==> src/rtl/card_flip_ctrl_if.sv <==
// Card drawer handshake: the controller issues one card per draw pulse
// and waits for the drawer's done pulse before moving to the next slot.
interface card_flip_ctrl_if;
    logic       draw;
    logic       done;
    logic [2:0] card_num;
    logic       show;
    logic [2:0] slot;

    modport master (output draw, card_num, show, slot, input done);
    modport slave  (input draw, card_num, show, slot, output done);
endinterface

==> src/rtl/card_flip_ctrl.sv <==
// Card-flip game controller: tracks picks and matches, resolves pairs after a
// visible hold, and sweeps the whole board through the card drawer on every change.
module card_flip_ctrl #(
    parameter int          NSLOT       = 8,
    parameter logic [23:0] LAYOUT      = 24'o32103210,
    parameter int          HOLD_CYCLES = 25_000_000,
    parameter int          HW          = 25
) (
    input  logic                Clock,
    input  logic                Resetn,
    input  logic [2:0]          sel,
    input  logic                flip,
    card_flip_ctrl_if.master    drw,
    output logic [NSLOT-1:0]    matched,
    output logic [2:0]          pairs,
    output logic                busy,
    output logic                win
);

    typedef enum logic [2:0] {G_PICK1, G_PICK2, G_HOLD, G_RESOLVE, G_WIN} game_state_t;
    typedef enum logic [1:0] {D_IDLE, D_ISSUE, D_WAIT} draw_state_t;

    game_state_t      game_reg;
    draw_state_t      dstate_reg, dstate_next;
    logic [NSLOT-1:0] face_up_reg;
    logic [NSLOT-1:0] matched_reg;
    logic [2:0]       first_reg;
    logic [2:0]       pairs_reg;
    logic             pend_reg, pend_next;
    logic [HW-1:0]    hold_cnt_reg;
    logic [2:0]       slot_reg, slot_next;
    logic             draw_reg, show_reg, busy_reg, win_reg;
    logic [2:0]       card_num_reg;

    logic [2:0]       face_val [NSLOT];
    logic [2:0]       second_slot;
    logic             busy_int, accept, load_slot;

    genvar gi;
    generate
        for (gi = 0; gi < NSLOT; gi++) begin : g_face
            assign face_val[gi] = LAYOUT[3*gi +: 3];
        end
    endgenerate

    // The partner of first_reg is the other set bit of face_up_reg.
    always_comb begin
        second_slot = 3'd0;
        for (int i = 0; i < NSLOT; i++) begin
            if (face_up_reg[i] && (3'(i) != first_reg))
                second_slot = 3'(i);
        end
    end

    assign busy_int = (dstate_reg != D_IDLE) || pend_reg;
    assign accept   = flip && !busy_int
                   && ((game_reg == G_PICK1) || (game_reg == G_PICK2))
                   && !matched_reg[sel] && !face_up_reg[sel];

    always_comb begin
        dstate_next = dstate_reg;
        slot_next   = slot_reg;
        load_slot   = 1'b0;
        case (dstate_reg)
            D_IDLE: begin
                if (pend_reg) begin
                    dstate_next = D_ISSUE;
                    slot_next   = 3'd0;
                    load_slot   = 1'b1;
                end
            end
            D_ISSUE: dstate_next = D_WAIT;
            D_WAIT: begin
                if (drw.done) begin
                    if (slot_reg == 3'd7) begin
                        dstate_next = D_IDLE;
                    end else begin
                        dstate_next = D_ISSUE;
                        slot_next   = slot_reg + 3'd1;
                        load_slot   = 1'b1;
                    end
                end
            end
            default: dstate_next = D_IDLE;
        endcase
    end

    // A request raised mid-sweep survives until the sweep returns to idle.
    always_comb begin
        pend_next = pend_reg;
        if (dstate_reg == D_IDLE && pend_reg)
            pend_next = 1'b0;
        if (accept || game_reg == G_RESOLVE)
            pend_next = 1'b1;
    end

    always_ff @(posedge Clock) begin
        if (!Resetn) begin
            game_reg     <= G_PICK1;
            dstate_reg   <= D_IDLE;
            face_up_reg  <= '0;
            matched_reg  <= '0;
            first_reg    <= 3'd0;
            pairs_reg    <= 3'd0;
            pend_reg     <= 1'b1;
            hold_cnt_reg <= '0;
            slot_reg     <= 3'd0;
            draw_reg     <= 1'b0;
            show_reg     <= 1'b0;
            card_num_reg <= 3'd0;
            busy_reg     <= 1'b0;
            win_reg      <= 1'b0;
        end else begin
            dstate_reg <= dstate_next;
            slot_reg   <= slot_next;
            pend_reg   <= pend_next;
            draw_reg   <= (dstate_next == D_ISSUE);
            busy_reg   <= (dstate_next != D_IDLE) || pend_next;
            if (load_slot) begin
                card_num_reg <= face_val[slot_next];
                show_reg     <= face_up_reg[slot_next] | matched_reg[slot_next];
            end

            case (game_reg)
                G_PICK1: begin
                    if (accept) begin
                        face_up_reg[sel] <= 1'b1;
                        first_reg        <= sel;
                        game_reg         <= G_PICK2;
                    end
                end
                G_PICK2: begin
                    if (accept) begin
                        face_up_reg[sel] <= 1'b1;
                        hold_cnt_reg     <= '0;
                        game_reg         <= G_HOLD;
                    end
                end
                G_HOLD: begin
                    // The hold only starts counting once the reveal sweep is on screen.
                    if (!busy_int) begin
                        if (hold_cnt_reg == HW'(HOLD_CYCLES - 1))
                            game_reg <= G_RESOLVE;
                        else
                            hold_cnt_reg <= hold_cnt_reg + 1'b1;
                    end
                end
                G_RESOLVE: begin
                    face_up_reg <= '0;
                    game_reg    <= G_PICK1;
                    if (face_val[first_reg] == face_val[second_slot]) begin
                        matched_reg[first_reg]   <= 1'b1;
                        matched_reg[second_slot] <= 1'b1;
                        pairs_reg                <= pairs_reg + 3'd1;
                        if (pairs_reg == 3'd3) begin
                            game_reg <= G_WIN;
                            win_reg  <= 1'b1;
                        end
                    end
                end
                G_WIN: game_reg <= G_WIN;
                default: game_reg <= G_PICK1;
            endcase
        end
    end

    assign drw.draw     = draw_reg;
    assign drw.card_num = card_num_reg;
    assign drw.show     = show_reg;
    assign drw.slot     = slot_reg;
    assign matched      = matched_reg;
    assign pairs        = pairs_reg;
    assign busy         = busy_reg;
    assign win          = win_reg;

endmodule

==> src/flat_wrapper.sv <==
// flat-port wrapper written by rule: the top's interface ports become plain ports
module card_flip_ctrl_flat 
#(
    parameter int          NSLOT       = 8,
    parameter logic [23:0] LAYOUT      = 24'o32103210,
    parameter int          HOLD_CYCLES = 25_000_000,
    parameter int          HW          = 25
)
  (Clock, Resetn, sel, flip, matched, pairs, busy, win, drw_draw, drw_card_num, drw_show, drw_slot, drw_done);
  card_flip_ctrl_if drw_i ();
  input  logic Clock;
  input  logic Resetn;
  input  logic [2:0] sel;
  input  logic flip;
  output logic [NSLOT-1:0] matched;
  output logic [2:0] pairs;
  output logic busy;
  output logic win;
  output wire logic [$bits(drw_i.draw)-1:0] drw_draw;
  output wire logic [$bits(drw_i.card_num)-1:0] drw_card_num;
  output wire logic [$bits(drw_i.show)-1:0] drw_show;
  output wire logic [$bits(drw_i.slot)-1:0] drw_slot;
  input wire logic [$bits(drw_i.done)-1:0] drw_done;
  assign drw_draw = drw_i.draw;
  assign drw_card_num = drw_i.card_num;
  assign drw_show = drw_i.show;
  assign drw_slot = drw_i.slot;
  assign drw_i.done = drw_done;
  card_flip_ctrl #(.NSLOT(NSLOT), .LAYOUT(LAYOUT), .HOLD_CYCLES(HOLD_CYCLES), .HW(HW)) u_core (.Clock(Clock), .Resetn(Resetn), .sel(sel), .flip(flip), .drw(drw_i), .matched(matched), .pairs(pairs), .busy(busy), .win(win));
endmodule
==> config.mk <==
export PLATFORM = sky130hd
export DESIGN_NAME = card_flip_ctrl_flat
export DESIGN_NICKNAME = d
export VERILOG_FILES = /design/src/rtl/card_flip_ctrl_if.sv /design/src/rtl/card_flip_ctrl.sv /design/src/flat_wrapper.sv
export SDC_FILE = /design/constraint.sdc
export NUM_CORES = 1
export LEC_CHECK = 0
export ABC_AREA = 1
export BUFFER_PORTS_ARGS = -buffer_cell sky130_fd_sc_hd__buf_4
export CAP_MARGIN = 20
export CORE_AREA = 3 3 83 85
export DETAILED_ROUTE_END_ITERATION = 16
export DIE_AREA = 0 0 86 88
export PLACE_DENSITY = 0.78
export SLEW_MARGIN = 10
export SYNTH_ARGS = -nofsm -noshare
export SYNTH_HDL_FRONTEND = slang
export SYNTH_SLANG_ARGS = --single-unit
==> constraint.sdc <==
create_clock -name Clock -period 2.3 [get_ports Clock]
set_input_delay 0.575 -clock Clock [delete_from_list [all_inputs] [get_ports Clock]]
set_output_delay 0.575 -clock Clock [all_outputs]
set_load 0.1 [all_outputs]
==> reports/qor.yml, run 1 <==
synthesis:
  netlist.area_leader.share_pct: 33.5
  synthArstFlopShare_pct: 0
  synth.distinct_cells: 32
  syn_area_um2: 3700
  synth_common_cells: "nand2_1 (152), nor2_1 (82), nand3_1 (68)"
  yosys_warnings: 0
  seq_area_frac_synth_pct: 33.5
  synth_area_leaders: "dfxtp_1 (34%), nand2_1 (15%), nand3_1 (9.2%)"
  syn_nets: 598
  synth-seq-cells: 62
  synth_edf_count: 0
  synth_flop_cell: "dfxtp_1"
  synth.avg_cell_area_um2: 6.31
  synth.most_common_cell: "nand2_1"
  syn_inst: 587
  yosysTopAreaCell: "dfxtp_1"
timing:
  maxSlewHeadroom_pct: 63.9
  tns_ns: 0
  setup-violations-final: 0
  rsz0062_at_grt: "false"
  slew_viol_final: 0
  finClkSkew_ns: 0.0102
  period_share_pct: 86.9
  tightest_slew_ns: 0.538
  max_freq_ghz: 0.500
  finalHoldViolations: 0
  period_needed_ns: 2.00
placement:
  dp_hpwl_mm: 6.96
  gp_congestion: 0.985
  port_buffers: 26
final_layout:
  drive_gt1_share_pct: 14.4
  syn_to_final_growth_pct: 14.8
  multi_input_area_um2: 2110
  largest_register_ff_count: 25
  ff_latch_area_um2: 1240
  diodes: 0
  postLayoutCoreUtil_pct: 67.7
  fin_nets: 631
  nFillCells: 567
worst_setup_path:
  cp-start-kind: "flop"
  arrival_ns: 2.29
  critical_path_class: "reg -> reg"
  critPathMaxFanout: 9
  worst_setup_path_end_kind: "flop"
  required_ns: 2.59
detailed_routing:
  finalWirelength_mm: 9.43
  drc: 0
  viasPerCell: 5.45
  drtAntennaViolNets: 0
  dr.pass1.iters: 5
  drtIter0Drc: 148
  wl_per_cell_um: 13.4
  num_vias: 3825
global_routing:
  grt_first_pass_wirelength_mm: 16.1
  use_met3_pct: 5.64
  track_usage_pct: 26.5
  grt_pass1_vias: 3714
  gr-usage-met1_pct: 28.5
  grt_max_degree: 32
  globalRouteMet2Util_pct: 48.8
  antenna_found_initial: 0
  grt_overflow: 0
  grt.busiest_layer: "met2"
pwr:
  power.density_nw_per_um2: 800
  max-vdd-ir-drop_v: 0.000597
  finalPower_mw: 3.40
  p_leak_nw: 1.63
cts:
  cts_buffers: 9
  cts_htree_levels: 3
  clk_latency_ns: 0.35
  postCtsHoldBufs: 0
  cts.sinks: 62
  cts_resized: 0
  post-cts-setup-buffers: 0
  max-clock-path-buffers: 2
  clock-root-buffer: "clkbuf_8"
  path_clk_slew_ns: 0.08
  cts_tree: "done"
min_path:
  hold_class: "reg -> reg"
floorplanning:
  io_pins: 28
  dieArea_um2: 7570
  coreArea_um2: 6280
  die_h_um: 88
  rows: 29
  initial_utilization_pct: 59.0
  fp.dieW_um: 86
outcome:
  outcome: "finished clean"
run:
  max_cap_violations: 0
cells in the final DEF (no fill, tap or decap), types with 3 or more instances in the layout:
cell	count
dfxtp_1	60
buf_4	38
inv_1	62
nor3_1	25
nand2_2	12
xor2_1	10
a21oi_1	41
bufinv_16	3
clkbuf_8	9
o21ai_0	15
nor2_1	82
inv_2	4
nand2_1	152
a21oi_2	10
ha_1	4
nand3_1	68
nand4_1	8
path summary, 6_finish.rpt:
path,start,end,slack (ns),cells after the start
max,u_core.first_reg[0]$_SDFFE_PN0P_,u_core.pairs[1]$_SDFFE_PN0P_,0.30,12
min,u_core.drw.card_num[1]$_SDFFE_PN0P_,u_core.drw.card_num[1]$_SDFFE_PN0P_,0.47,2
max reg2reg,u_core.first_reg[0]$_SDFFE_PN0P_,u_core.pairs[1]$_SDFFE_PN0P_,0.30,12
min reg2reg,u_core.drw.card_num[1]$_SDFFE_PN0P_,u_core.drw.card_num[1]$_SDFFE_PN0P_,0.47,2
final cells by class:
cell class,instances,share of cell area [%]
well taps,77,2.27
flip-flops and latches,62,29.3
inverters,67,5.92
multi-input cells,441,49.6
repair buffers,39,7.18
clock inverters,7,2.88
clock buffers,9,2.91
routing by layer:
metal  vias up  wire, µm  part of all wire, %
met5         -         0                    0
met4         0       313                  3.3
met3        30       347                  3.7
met2       111      4770                   51
met1      1728      4010                   42
li1       1956         -                    -
where the power goes:
| group | total [mW] | switching, mW | internal (mW) |
|---|---|---|---|
| clock network | 1.18 | 0.462 | 0.723 |
| registers | 1.25 | 0.0856 | 1.16 |
| logic | 0.970 | 0.712 | 0.259 |
cell families (layout without fill, tap and decap cells):
group | after synthesis | in the layout | synth area share, %
simple gates | 356 | 356 | 42.1
compound gates | 69 | 69 | 10.8
xor+xnor | 11 | 11 | 2.60
fa+ha+maj | 4 | 4 | 1.35
flops | 62 | 62 | 33.5
buf+inv | 84 | 122 | 9.53
other cells | 1 | 1 | 0.101
critical path, stage by stage, from the launching register on:
cell and delay [ns]:
dfxtp_1 0.51, nand3_1 0.18, nand2_1 0.21, nand2_1 0.12, inv_1 0.08, nand2_1 0.07, nand2_1 0.06, nand2_1 0.05
nor2_1 0.16, nand2_1 0.08, nor2_1 0.26, nor2_1 0.07, nor2_1 0.10
through the flow:
step | cells | cell area (µm²) | worst slack, ns | hold WS (ns)
floorplan | 587 | 3700 | 0.0929 | 0.450
global placement | 686 | 4010 | 0.197 | 0.448
detailed placement | 686 | 4010 | 0.191 | 0.457
CTS | 702 | 4250 | 0.272 | 0.469
global route | 702 | 4250 | 0.0231 | 0.499
finish | 702 | 4250 | 0.301 | 0.469
No activity file was read; power rests on OpenSTA's default activity.
==> run 2: changes to the inputs <==
CORE_AREA = 2 2 82 84   (was 3 3 83 85)
DIE_AREA = 0 0 84 86   (was 0 0 86 88)
==> reports/qor.yml, run 2 (synthesized netlist as in run 1, its figures left out) <==
final_layout:
  largest_register_ff_count: 25
  final_cell_mix: "nand2_1 (152), nor2_1 (81), nand3_1 (68)"
  multi_input_area_um2: 2110
  nFillCells: 587
  final_common_cell: "nand2_1"
  final_cells: 701
  syn_to_final_growth_pct: 13.7
  drive_gt1_share_pct: 14.4
  postLayoutCoreUtil_pct: 67.1
  fin_nets: 630
  diodes: 0
  ff_latch_area_um2: 1240
  design_area_um2: 4210
floorplanning:
  io_pins: 28
  coreArea_um2: 6280
  fp.dieW_um: 84
  die_h_um: 86
  initial_utilization_pct: 59.0
  rows: 29
  dieArea_um2: 7220
timing:
  rsz0062_at_grt: "false"
  layout_setup_ws_ns: 0.265
  tns_ns: 0
  period_share_pct: 88.5
  finClkSkew_ns: 0.00924
  finalHoldViolations: 0
  whs_ns: 0.469
  maxSlewHeadroom_pct: 52.0
  period_needed_ns: 2.04
  max_freq_ghz: 0.491
  tightest_slew_ns: 0.719
  setup-violations-final: 0
  slew_viol_final: 0
worst_setup_path:
  arrival_ns: 2.31
  crit_top_cell: "nand2_1"
  required_ns: 2.58
  critPathMaxFanout: 10
  path_cells: "nand3_1 -> nand2_1 -> nand2_1 -> inv_1 -> nand2_1 -> nand2_1 -> nand2_1 -> nor2_1 -> buf_4 -> nand3_1 -> a21oi_1"
  slowest_stage: "dfxtp_1"
  worst_setup_path_end_kind: "flop"
  cp-start-kind: "flop"
  rr_worst_depth: 11
  slowest_delay_ns: 0.50
  critical_path_class: "reg -> reg"
pwr:
  finalPower_mw: 3.27
  p_int_mw: 2.01
  power.density_nw_per_um2: 777
  seqPwrFrac_pct: 38.1
  max-vdd-ir-drop_v: 0.000849
  p_leak_nw: 1.60
  power_switching_mw: 1.26
  clockPowerShare_pct: 32.9
  comb_power_share_pct: 29.0
  sw_frac_of_total_pct: 38.6
placement:
  dp_slack_ns: 0.214
  place_inst: 685
  place_area_um2: 3990
  gp_congestion: 0.908
  port_buffers: 26
  dp_hpwl_mm: 7.02
cts:
  clk_latency_ns: 0.35
  cts_buffers: 9
  clock-root-buffer: "clkbuf_8"
  cts_tree: "done"
  path_clk_slew_ns: 0.08
  cts_htree_levels: 3
  max-clock-path-buffers: 2
  cts.sinks: 62
detailed_routing:
  drc: 0
  finalWirelength_mm: 9.50
  viasPerCell: 5.47
  drtIter0Drc: 250
  num_vias: 3835
  wl_per_cell_um: 13.6
  drtAntennaViolNets: 0
  dr.pass1.iters: 5
run:
  max_cap_violations: 0
global_routing:
  track_usage_pct: 27.6
  grt_first_pass_wirelength_mm: 16.2
  antenna_found_initial: 0
  grt_pass1_vias: 3625
  grt_overflow: 0
  grt_max_degree: 37
min_path:
  min_path_cells: 2
  hold_class: "reg -> reg"
outcome:
  outcome: "finished clean"
-- run 2: critical path, delay by kind of cell, from the launching register on --
kind | cells | cell delay, ns
compound gates | 1 | 0.15
flops | 1 | 0.50
simple gates | 8 | 1.01
buf+inv | 2 | 0.30
-- run 2: worst paths after layout --
path / start / end / slack [ns]
setup reg to reg: u_core.first_reg[0]$_SDFFE_PN0P_ / u_core.matched[7]$_SDFFE_PN0P_ / 0.26
hold / removal: u_core.win$_SDFFE_PN0P_ / u_core.win$_SDFFE_PN0P_ / 0.47
setup / recovery: u_core.first_reg[0]$_SDFFE_PN0P_ / u_core.matched[7]$_SDFFE_PN0P_ / 0.26
hold reg to reg: u_core.win$_SDFFE_PN0P_ / u_core.win$_SDFFE_PN0P_ / 0.47
-- run 2: power by group through the flow --
stage	combinational [mW]	sequential, mW	clock (mW)
after global routing	1.05	1.26	1.13
final	0.949	1.25	1.08
after floorplan	0.573	1.44	0
after global placement	0.927	1.26	0
after CTS	0.946	1.24	1.09
after detailed placement	0.942	1.27	0
-- run 2: per-layer routing --
| layer | track usage, % | up-vias | share of wire (%) |
|---|---|---|---|
| met3 | 5.39 | 22 | 4.6 |
| met2 | 48.8 | 125 | 51 |
| met5 | 0 | - | 0 |
| met1 | 32.9 | 1741 | 42 |
| li1 | - | 1947 | - |
| met4 | 11.4 | 0 | 2.6 |
-- run 2: cell type report --
type                    count  share of cell area (%)
clock buffers               9                    2.94
clock inverters             7                    2.35
inverters                  67                    5.97
multi-input cells         441                    50.1
flip-flops and latches     62                    29.5
well taps                  77                    2.29
repair buffers             38                    6.78
-- run 2: repair_timing --
item | CTS | global route
gates resized for setup | 0 | 1
hold buffers | 0 | 0
buffers inserted | 0 | 0
setup endpoints to repair | 0 | 1
==> run 3: changes to the inputs <==
PLACE_DENSITY = 0.85   (was 0.78)
==> reports/qor.yml, run 3 (synthesized netlist as in run 1, its figures left out) <==
floorplanning:
  fp.dieW_um: 84
  rows: 29
  coreArea_um2: 6280
  initial_utilization_pct: 59.0
  die_h_um: 86
  dieArea_um2: 7220
  io_pins: 28
min_path:
  worst_hold_path.endpoint: "u_core.win$_SDFFE_PN0P_"
  hold_class: "reg -> reg"
  min_path_cells: 2
  hp-start: "u_core.win$_SDFFE_PN0P_"
worst_setup_path:
  critPathMaxFanout: 24
  cp-startpoint: "u_core.hold_cnt_reg[0]$_SDFFE_PN0P_"
  worstReg2RegEnd: "u_core.hold_cnt_reg[22]$_SDFFE_PN0P_"
  rr_worst_depth: 9
  r2r_slack_ns: 0.20
  cp-start-kind: "flop"
  timing.rr.start: "u_core.hold_cnt_reg[0]$_SDFFE_PN0P_"
  critical_path_class: "reg -> reg"
  arrival_ns: 2.38
  required_ns: 2.58
  worst_setup_path_end_kind: "flop"
timing:
  rsz0062_at_grt: "false"
  setup-violations-final: 0
  layout_setup_ws_ns: 0.203
  period_share_pct: 91.2
  finClkSkew_ns: 0.0132
  finalHoldViolations: 0
  slew_viol_final: 0
  tns_ns: 0
  max_freq_ghz: 0.477
  period_needed_ns: 2.10
placement:
  port_buffers: 26
  place_inst: 685
  dp_hpwl_mm: 7.20
  gp_congestion: 0.980
  dp_slack_ns: 0.119
pwr:
  seqPwrFrac_pct: 35.7
  comb_power_share_pct: 27.0
  p_leak_nw: 1.64
  clockPowerShare_pct: 37.3
  power_switching_mw: 1.29
  max-vdd-ir-drop_v: 0.000913
  sw_frac_of_total_pct: 36.8
  p_int_mw: 2.23
  power.density_nw_per_um2: 827
global_routing:
  grt_pass1_vias: 3793
  gr-usage-met1_pct: 33.9
  use_met3_pct: 9.05
  grt_max_degree: 30
  globalRouteMet2Util_pct: 48.6
  track_usage_pct: 28.5
  grt_overflow: 0
  grt.busiest_layer: "met2"
  grt_first_pass_wirelength_mm: 16.9
  antenna_found_initial: 0
outcome:
  outcome: "finished clean"
detailed_routing:
  drtIter0Drc: 320
  drtAntennaViolNets: 0
  wl_per_cell_um: 14.1
  dr.pass1.iters: 5
  viasPerCell: 5.68
  num_vias: 3981
  drc: 0
  finalWirelength_mm: 9.89
cts:
  max-clock-path-buffers: 2
  clock-root-buffer: "clkbuf_8"
  cts_resized: 0
  post-cts-setup-buffers: 0
  clk_latency_ns: 0.36
  path_clk_slew_ns: 0.08
  postCtsHoldBufs: 0
  cts_tree: "done"
  cts.sinks: 62
  cts_htree_levels: 3
  cts_buffers: 9
final_layout:
  ff_latch_area_um2: 1240
  fin_nets: 630
  final_common_cell: "nand2_1"
  postLayoutCoreUtil_pct: 67.8
  diodes: 0
  final_cells: 701
  multi_input_area_um2: 2110
  final_cell_mix: "nand2_1 (152), nor2_1 (82), nand3_1 (68)"
  drive_gt1_share_pct: 14.3
  syn_to_final_growth_pct: 14.9
  largest_register_ff_count: 25
  nFillCells: 546
run:
  max_cap_violations: 0
run 3: critical path: stages, from the launching register on:
cell and delay, ns:
dfxtp_1 0.47, ha_1 0.37, nand2_2 0.13, inv_2 0.11, nand3_2 0.11, o21ai_4 0.22
nand2_4 0.08, nand2_4 0.26, nand2_1 0.08, a21oi_1 0.18
run 3: layout make-up:
type / count / share of cell area, %
Inverter: 67 / 5.91
Clock inverter: 7 / 3.44
Multi-Input combinational cell: 441 / 49.5
Sequential cell: 62 / 29.2
Timing Repair Buffer: 38 / 6.70
Tap cell: 77 / 2.26
Clock buffer: 9 / 2.91
run 3: worst max path at each step:
stage	to	slack [ns]
after floorplan	u_core.drw.show$_SDFFE_PN0P_	0.09
after global placement	u_core.hold_cnt_reg[1]$_SDFFE_PN0P_	0.18
after detailed placement	u_core.hold_cnt_reg[14]$_SDFFE_PN0P_	0.12
after CTS	u_core.win$_SDFFE_PN0P_	0.27
after global routing	u_core.game_reg[2]$_SDFFE_PN0P_	0.01
final	u_core.hold_cnt_reg[22]$_SDFFE_PN0P_	0.20
run 3: metrics by stage:
step                area [µm²]  power (mW)  hold slack [ns]
global route              4260        3.67            0.487
CTS                       4260        3.51            0.473
finish                    4260        3.52            0.460
floorplan                 3700        2.01            0.450
global placement          3990        2.18            0.452
detailed placement        3990        2.21            0.462
run 3: layer usage:
| metal | wire length (µm) | vias to the layer above |
|---|---|---|
| met5 | 0 | - |
| met4 | 191 | 0 |
| met3 | 862 | 27 |
| met2 | 4590 | 206 |
| met1 | 4250 | 1796 |
| li1 | - | 1952 |
run 3: power groups by stage:
stage | Clock (mW) | Sequential (mW) | Combinational [mW]
2_1_floorplan | 0 | 1.44 | 0.573
3_3_place_gp | 0 | 1.27 | 0.913
3_5_place_dp | 0 | 1.27 | 0.935
4_1_cts | 1.32 | 1.25 | 0.941
5_1_grt | 1.37 | 1.26 | 1.04
6_report | 1.31 | 1.26 | 0.950
